<file path="config.mk">
export PLATFORM = sky130hd
export DESIGN_NAME = arduino_sample_filter
export DESIGN_NICKNAME = d
export VERILOG_FILES = /design/src/rtl/arduino_sample_filter_pkg.sv /design/src/rtl/arduino_sample_filter_link_watchdog.sv /design/src/rtl/arduino_sample_filter.sv
export SDC_FILE = /design/constraint.sdc
export NUM_CORES = 1
export LEC_CHECK = 0
export BUFFER_PORTS_ARGS = -buffer_cell sky130_fd_sc_hd__buf_4
export CAP_MARGIN = 25
export CORE_MARGIN = 8
export CORE_UTILIZATION = 60
export CTS_BUF_LIST = sky130_fd_sc_hd__clkbuf_4 sky130_fd_sc_hd__clkbuf_8
export CTS_CLUSTER_DIAMETER = 120
export DETAILED_ROUTE_END_ITERATION = 8
export GPL_ROUTABILITY_DRIVEN = 1
export MAX_ROUTING_LAYER = met4
export PLACE_DENSITY = 0.9
export SETUP_SLACK_MARGIN = 0.5
export SYNTH_ARGS = -nofsm -noshare
export SYNTH_HDL_FRONTEND = slang
export SYNTH_SLANG_ARGS = --single-unit
</file>
<file path="constraint.sdc">
create_clock -name clk -period 4.95 [get_ports clk]
set_input_delay 1.2375 -clock clk [delete_from_list [all_inputs] [get_ports clk]]
set_output_delay 1.2375 -clock clk [all_outputs]
set_load 0.02 [all_outputs]
</file>
<file path="src/rtl/arduino_sample_filter_pkg.sv">
// Shared definitions for the Arduino sample filter: state encoding and the
// default range/timeout limits that the sender and receiver sides agree on.
package arduino_sample_filter_pkg;

   typedef enum logic [1:0] {
      ST_EMPTY   = 2'd0,
      ST_FILLING = 2'd1,
      ST_STEADY  = 2'd2,
      ST_STALE   = 2'd3
   } filter_state_t;

   localparam logic [15:0] DEFAULT_MAX_VALUE    = 16'd4000;
   localparam logic [31:0] DEFAULT_TIMEOUT_CLKS = 32'd10_000_000;

   function automatic logic [7:0] sat_inc8(input logic [7:0] value);
      return (value == 8'hFF) ? value : value + 8'd1;
   endfunction

endpackage

</file>
<file path="src/rtl/arduino_sample_filter_link_watchdog.sv">
// Link watchdog: counts idle cycles since the last kick and raises a one-cycle
// expired pulse when the count hits TIMEOUT_CLKS-1 without a kick.
module arduino_sample_filter_link_watchdog
   import arduino_sample_filter_pkg::*;
#(
   parameter logic [31:0] TIMEOUT_CLKS = DEFAULT_TIMEOUT_CLKS
) (
   input  logic clk,
   input  logic rst,
   input  logic kick,
   input  logic clear,
   output logic expired
);

   localparam logic [31:0] TERMINAL = TIMEOUT_CLKS - 32'd1;

   logic [31:0] count;

   // clear freezes the counter (link not alive), so it parks at its terminal value after expiry
   always_ff @(posedge clk) begin
      if (rst) begin
         count <= '0;
      end else if (kick) begin
         count <= '0;
      end else if (!clear && (count != TERMINAL)) begin
         count <= count + 32'd1;
      end
   end

   // A kick in the expiry cycle wins, so expiry is suppressed by kick
   assign expired = !kick && !clear && (count == TERMINAL);

endmodule

</file>
<file path="src/rtl/arduino_sample_filter.sv">
// Range-checks UART words, keeps a power-of-two circular window with a running
// sum, publishes the moving average, and flushes when the link goes stale.
module arduino_sample_filter
   import arduino_sample_filter_pkg::*;
#(
   parameter int          DEPTH_LOG2   = 2,
   parameter logic [15:0] MAX_VALUE    = DEFAULT_MAX_VALUE,
   parameter logic [31:0] TIMEOUT_CLKS = DEFAULT_TIMEOUT_CLKS
) (
   input  logic          clk,
   input  logic          rst,
   input  logic [15:0]   data_in,
   input  logic          data_in_valid,
   output logic [15:0]   avg_out,
   output logic          avg_update,
   output logic          avg_valid,
   output logic          link_alive,
   output logic [7:0]    reject_count,
   output filter_state_t fsm_state
);

   localparam int DEPTH = 1 << DEPTH_LOG2;
   localparam int SUM_W = 16 + DEPTH_LOG2;
   localparam logic [DEPTH_LOG2:0] FILL_FULL = {1'b1, {DEPTH_LOG2{1'b0}}};

   filter_state_t         state;
   filter_state_t         state_next;
   logic [15:0]           entries [DEPTH];
   logic [DEPTH_LOG2-1:0] wr_ptr;
   logic [SUM_W-1:0]      sum;
   logic [DEPTH_LOG2:0]   fill;
   logic [DEPTH_LOG2:0]   fill_next;
   logic                  accept;
   logic                  reject;
   logic                  flush;
   logic                  window_full;
   logic                  update_pending;

   assign accept    = data_in_valid && (data_in <= MAX_VALUE);
   assign reject    = data_in_valid && !accept;
   assign fill_next = (fill == FILL_FULL) ? FILL_FULL : fill + 1'b1;

   arduino_sample_filter_link_watchdog #(
      .TIMEOUT_CLKS(TIMEOUT_CLKS)
   ) u_watchdog (
      .clk    (clk),
      .rst    (rst),
      .kick   (data_in_valid),
      .clear  (!link_alive),
      .expired(flush)
   );

   always_ff @(posedge clk) begin
      if (rst) state <= ST_EMPTY;
      else     state <= state_next;
   end

   always_comb begin
      state_next = state;
      if (flush) begin
         state_next = ST_STALE;
      end else if (accept) begin
         state_next = (fill_next == FILL_FULL) ? ST_STEADY : ST_FILLING;
      end
   end

   always_comb begin
      window_full = (state == ST_STEADY);
      fsm_state   = state;
   end

   // Zeroed entries make the subtract-oldest update correct while filling
   always_ff @(posedge clk) begin
      if (rst || flush) begin
         for (int i = 0; i < DEPTH; i++) entries[i] <= '0;
         wr_ptr <= '0;
         sum    <= '0;
         fill   <= '0;
      end else if (accept) begin
         sum             <= sum + SUM_W'(data_in) - SUM_W'(entries[wr_ptr]);
         entries[wr_ptr] <= data_in;
         wr_ptr          <= wr_ptr + 1'b1;
         fill            <= fill_next;
      end
   end

   // Average is taken one edge after the window update, from the new sum
   always_ff @(posedge clk) begin
      if (rst) begin
         update_pending <= 1'b0;
         avg_out        <= '0;
         avg_update     <= 1'b0;
         avg_valid      <= 1'b0;
         link_alive     <= 1'b0;
         reject_count   <= '0;
      end else begin
         update_pending <= accept;
         avg_update     <= update_pending;
         if (update_pending) avg_out <= sum[SUM_W-1:DEPTH_LOG2];
         avg_valid <= flush ? 1'b0 : window_full;
         if (data_in_valid)  link_alive <= 1'b1;
         else if (flush)     link_alive <= 1'b0;
         if (reject) reject_count <= sat_inc8(reject_count);
      end
   end

endmodule

</file>
Yosys cells after proc, flatten, opt, wreduce, memory -nomap -nowiden
Memories as Yosys holds them, arrays and structs flattened. A register that Yosys moved wholly into a read port is not among the register bits.
Cells that the tools add are included.
{"block": "totals", "regBits": 85, "ram_bits": 64, "input_bits": 19, "output_inout_bits": 29, "word_cells": 56, "n_memories": 1}
{"block": "op_classes", "addsub": 6, "magnitude_cmp": 1, "n_eq_ne": 6, "mux": 16, "bitwise_logic": 1, "reduce_logical": 14}
{"name": "entries", "depth": 4, "word_bits": 16, "read_ports": 1, "rd_clocked_by_memory_dff": 1, "write_ports": 4, "line_no": "arduino_sample_filter.sv:28", "source": "logic [15:0] entries [DEPTH];"}
{"operator": "$add 32x1->32 const B", "count": 1}
{"operator": "$eq 32x24->1 const B", "count": 1}
{"operator": "$ne 32x24->1 const B", "count": 1}
{"operator": "$add 18x16->18", "count": 1}
{"operator": "$sub 18x16->18", "count": 1}
{"operator": "$le 16x12->1 const B", "count": 1}
{"operator": "$mux 16", "count": 1}
{"operator": "$reduce_or 16->1", "count": 1}
{"operator": "$mux 2", "count": 6}
{"operator": "$add 8x1->8 const B", "count": 1}
{"operator": "$eq 8x8->1 const B", "count": 1}
{"operator": "$mux 1", "count": 8}
{"operator": "$eq 3x3->1 const B", "count": 2}
{"operator": "$logic_and 1x1->1", "count": 5}
{"operator": "$reduce_bool 2->1", "count": 2}
{"operator": "$reduce_or 2->1", "count": 2}
{"operator": "$add 3x1->3 const B", "count": 1}
{"operator": "$mux 3", "count": 1}
{"operator": "$add 2x1->2 const B", "count": 1}
{"operator": "$eq 2x2->1 const B", "count": 1}
{"operator": "$logic_not 1->1", "count": 2}
{"operator": "$reduce_and 2->1", "count": 1}
{"operator": "$logic_or 1x1->1", "count": 1}
{"operator": "$not 1->1", "count": 1}

Logic depth before layout (Yosys ltp)
{"block": "logic_depth", "ltp_word": 8, "ltp_mapped": 14, "ltp_nobuf": 13}

By module
A second synthesis with hierarchy kept.
{"block": "hier_totals", "cells_unflattened": 775, "area_unflattened_um2": 7831.3}
{"mod": "arduino_sample_filter", "n_inst": 1, "cells_each": 559, "area_per_inst_um2": 6074.6, "seq_area_each_um2": 3022.9}
{"mod": "arduino_sample_filter_link_watchdog", "n_inst": 1, "cells_each": 216, "area_per_inst_um2": 1756.7, "seq_area_each_um2": 640.6}

Worst setup path before layout
No wires, ideal clock.
{"block": "synth_timing", "path_type": "register -> register", "start": "reg (tool-made name)", "end": "reg sum[17]", "setup_ps": 117, "arrival_ps": 4087, "required_ps": 4833, "setup_slack_ps": 746, "path_stages_with_launch": 14, "path_buffers": 3, "synth_period_minus_slack_ps": 4204, "cell_sequence": "dfxtp_1 > clkbuf_1 > buf_1 > mux4_2 > fa_1 > inv_1 > ha_1 > clkbuf_1 > a21o_1 > a311oi_1 > a31oi_1 > or3_1 > a31o_1 > a22o_1"}
{"item": "end signal, assigned", "line_no": "arduino_sample_filter.sv:80", "source": "sum <= sum + SUM_W'(data_in) - SUM_W'(entries[wr_ptr]);"}
{"item": "end, declared", "line_no": "arduino_sample_filter.sv:30", "source": "logic [SUM_W-1:0] sum;"}

==> metrics.txt <==
post-synth top area share=0.257; post_cts resized=0; area overhead of the layout relative to synthesis=12.5%; Final Core Density=0.695; critical path data arrival time=4.34 ns; mux cell area share after synthesis=0.0722; drt initial violations=739; Setup Slack @ Placement=0.764 ns; top routing layer in use=met4; Main synth FF type=dfxtp_1; H-tree levels=4; number of different library cells in the post-synthesis netlist=57; Worst Path Max Fanout=16; Final Slew Violations=0; detailed-route vias per instance=~6; Synth Instances=732; post-synthesis compound-gate area fraction=0.0784; Yosys reg bits=151; final worst setup slack=0.956 ns; IO Port Bufs=47; final hold violations=0; PwrDens=about 320 mW/mm2; CP max-delay cell=dfxtp_1; total congestion overflow=0; Final Net Count=842; half-perimeter wire length after detailed placement=between 10 and 15 mm; Clock Pin Slew Worst Setup and Hold Paths=approximately 0.080 ns; post-synthesis share of cell area spent on xor and xnor gates=0.0527; count of buffer and inverter cells on the critical path=1; Total Routed Length=roughly 18 mm; cell leakage power=3.30 nW; CTS tree=yes; pin count of the biggest net entering global routing=47; number of core rows=40; count of buffers added by post-CTS timing repair for setup=0; count of TritonRoute iterations in the first routing pass=5; Critical Path Start Type=register; Max-cap violations=0; initial antenna violation count=0; final setup violation count=0; clock insertion delay at the later pin of the skew report=0.46 ns; Placed Instance Area=0.00800 mm2; syn_area_per_cell=10.2 um2; Vias=5791; Peak supply drop=0.190 mV; setup slack of the most critical reg-to-reg path=0.96 ns; top achievable clock speed=250 MHz; kind of cell adding the most delay to the critical path=compound AO/OA/AOI/OAI gates; CP max stage delay=0.86 ns; CTS sink cnt=151; share of the yosys chip area belonging to registers=0.490; fraction of layout cells with a size suffix above 1=0.134; Final Non-Filler Cells=between 900 and 1k; final routed wire length divided by cell count=~18 um; count of antenna-violating nets left after detailed routing=0; residual DRC count=0; cell total after placement=934; setup tns final=0 ns; worst endpoint required time=5.30 ns; hold-fix buffer count after cts=0; dominant cell type by area after synthesis=edfxtp_1; gpl congestion=between 0.9 and 1; synthesis warning total=0; effective utilization at floorplan=0.618; type of the most critical hold path=reg -> reg; Clock Tree Buf Depth=2; total CTS buffers=17; Die Area=0.0163 mm2; routed length on met1=6.41 mm; outcome=finished clean; chain of cells forming the critical path=mux4_2 -> fa_1 -> inv_1 -> ha_1 -> a21o_1 -> a31o_2 -> o2111ai_1 -> a31oi_1 -> or3_1 -> a31o_1 -> a22o_1; class of the most critical setup path=reg -> reg; Max transition margin=0.384; slew at the pin closest to its max-slew limit=0.923 ns; number of enable flip-flop cells after synthesis=64; share of synthesized flip-flops with an asynchronous set or reset=0; Filler Cell Count=around 820; period utilization=0.807; final setup skew=0.0120 ns; routed length on met3=1.34 mm; Design Area, Final=0.00842 mm2; clk root buf=clkbuf_8; io pins=48; Placeable Area=0.0121 mm2; count of antenna diodes in the layout=0; fraction of the mapped netlist area in adder cells=0.0796; Die X-Extent=128 um; synth top area cells=edfxtp_1 (26%), dfxtp_1 (23%), mux4_2 (4.8%); main combinational cell family by area after synthesis=simple AND/OR/NAND/NOR gates; chip height=about 130 um; RSZ-0062 raised after global routing=false; overall fraction of global-route tracks in use=0.230; Final Critical Period=3.99 ns; number of global-route vias before repair=about 5.9k; Syn Std Cell Area=0.00748 mm2; global-route wire length before repair=28.6 mm; total length of routed met2 wires=9.26 mm; Simple-Gate Fraction of Synth Area=0.170; sort of element at the end of the critical path=register
-- layout make-up --
| class | instances | area [um2] | area share |
|---|---|---|---|
| sequential | 151 | 3660 | 0.435 |
| multi-input combinational | 487 | 3450 | 0.410 |
| timing repair buffer | 52 | 390 | 0.0464 |
| clock inverter | 15 | 184 | 0.0218 |
| clock buffer | 17 | 234 | 0.0278 |
| inverter | 76 | 285 | 0.0339 |
| tap | 168 | 210 | 0.0250 |
-- tightest hold or removal path, delay by kind of cell (launching register included) --
| family | cells | cell delay, ns |
|---|---|---|
| AND/OR/NAND/NOR | 1 | 0.05 |
| AO/OA/AOI/OAI | 1 | 0.06 |
| flip-flops | 1 | 0.33 |
-- Yosys cell counts (18+ instances only) --
cell	count
a21oi_1	24
clkbuf_1	28
dfxtp_1	87
edfxtp_1	64
ha_1	22
inv_1	76
mux2i_1	18
nand2_1	43
nor2_1	88
nor3_1	32
o21ai_0	34
xor2_1	29
-- power breakdown --
| group | total [mW] | switching (mW) | internal (mW) |
|---|---|---|---|
| logic | 0.326 | 0.200 | 0.126 |
| clock network | 0.997 | 0.456 | 0.541 |
| registers | 1.34 | 0.0173 | 1.33 |
-- logic make-up after synthesis --
logic type      after synthesis
other cells                   1
mux                          34
compound gates               96
fa+ha+maj                    38
buf+inv                     109
xor+xnor                     45
simple gates                258
flops                       151
-- through the flow --
stage | total power [mW] | hold WS [ns]
after floorplan | 1.60 | 0.424
after global placement | 1.66 | 0.440
after detailed placement | 1.68 | 0.465
after CTS | 2.66 | 0.488
after global routing | 2.76 | 0.523
final | 2.67 | 0.486
-- path summary, 6_finish.rpt --
kind / startpoint / endpoint / cells past startpoint
worst max-delay path: register / sum[17] / 11
worst min-delay path: sum[5] / sum[5] / 2
worst max register to register: register / sum[17] / 11
worst min register to register: sum[5] / sum[5] / 2
-- cell usage in the layout, fill, tap and decap left out, types with 3 or more instances in the layout --
master,Yosys,routed
edfxtp_1,64,64
dfxtp_1,87,87
xor2_1,29,29
and3_1,11,11
nor2_1,88,88
ha_1,22,22
buf_4,0,52
a22o_1,4,4
nor3_1,32,32
inv_1,76,76
a21o_1,9,9
nand4_1,14,14
mux4_2,16,16
o21ai_0,34,32
fa_1,16,16
a21oi_1,24,24
nand3b_1,4,4
nand2_1,43,43
or3_1,8,8
clkinv_2,0,5
nor4_1,12,12
a31oi_1,6,6
conb_1,1,16
bufinv_16,0,4
nand2b_1,4,4
or4_1,5,5
nor2b_1,5,5
clkinvlp_4,0,3
clkbuf_8,0,17
xnor2_1,16,16
mux2i_1,18,18
nand3_1,16,15
o21a_1,3,3
-- metal layers --
metal | vias to the layer above | global-route usage
met5 | - | -
met4 | 0 | 0.119
met3 | 76 | 0.0524
met2 | 324 | 0.401
met1 | 2747 | 0.240
li1 | 2644 | -
-- sequential cells by signal, indices dropped and copies added (netlist names), named ones only --
register,cells
avg_out,16
avg_update,1
avg_valid,1
entries,64
fill,3
fsm_state,2
link_alive,1
reject_count,8
sum,18
u_watchdog.count,32
update_pending,1
wr_ptr,2
(Power assumes the default switching activity.)
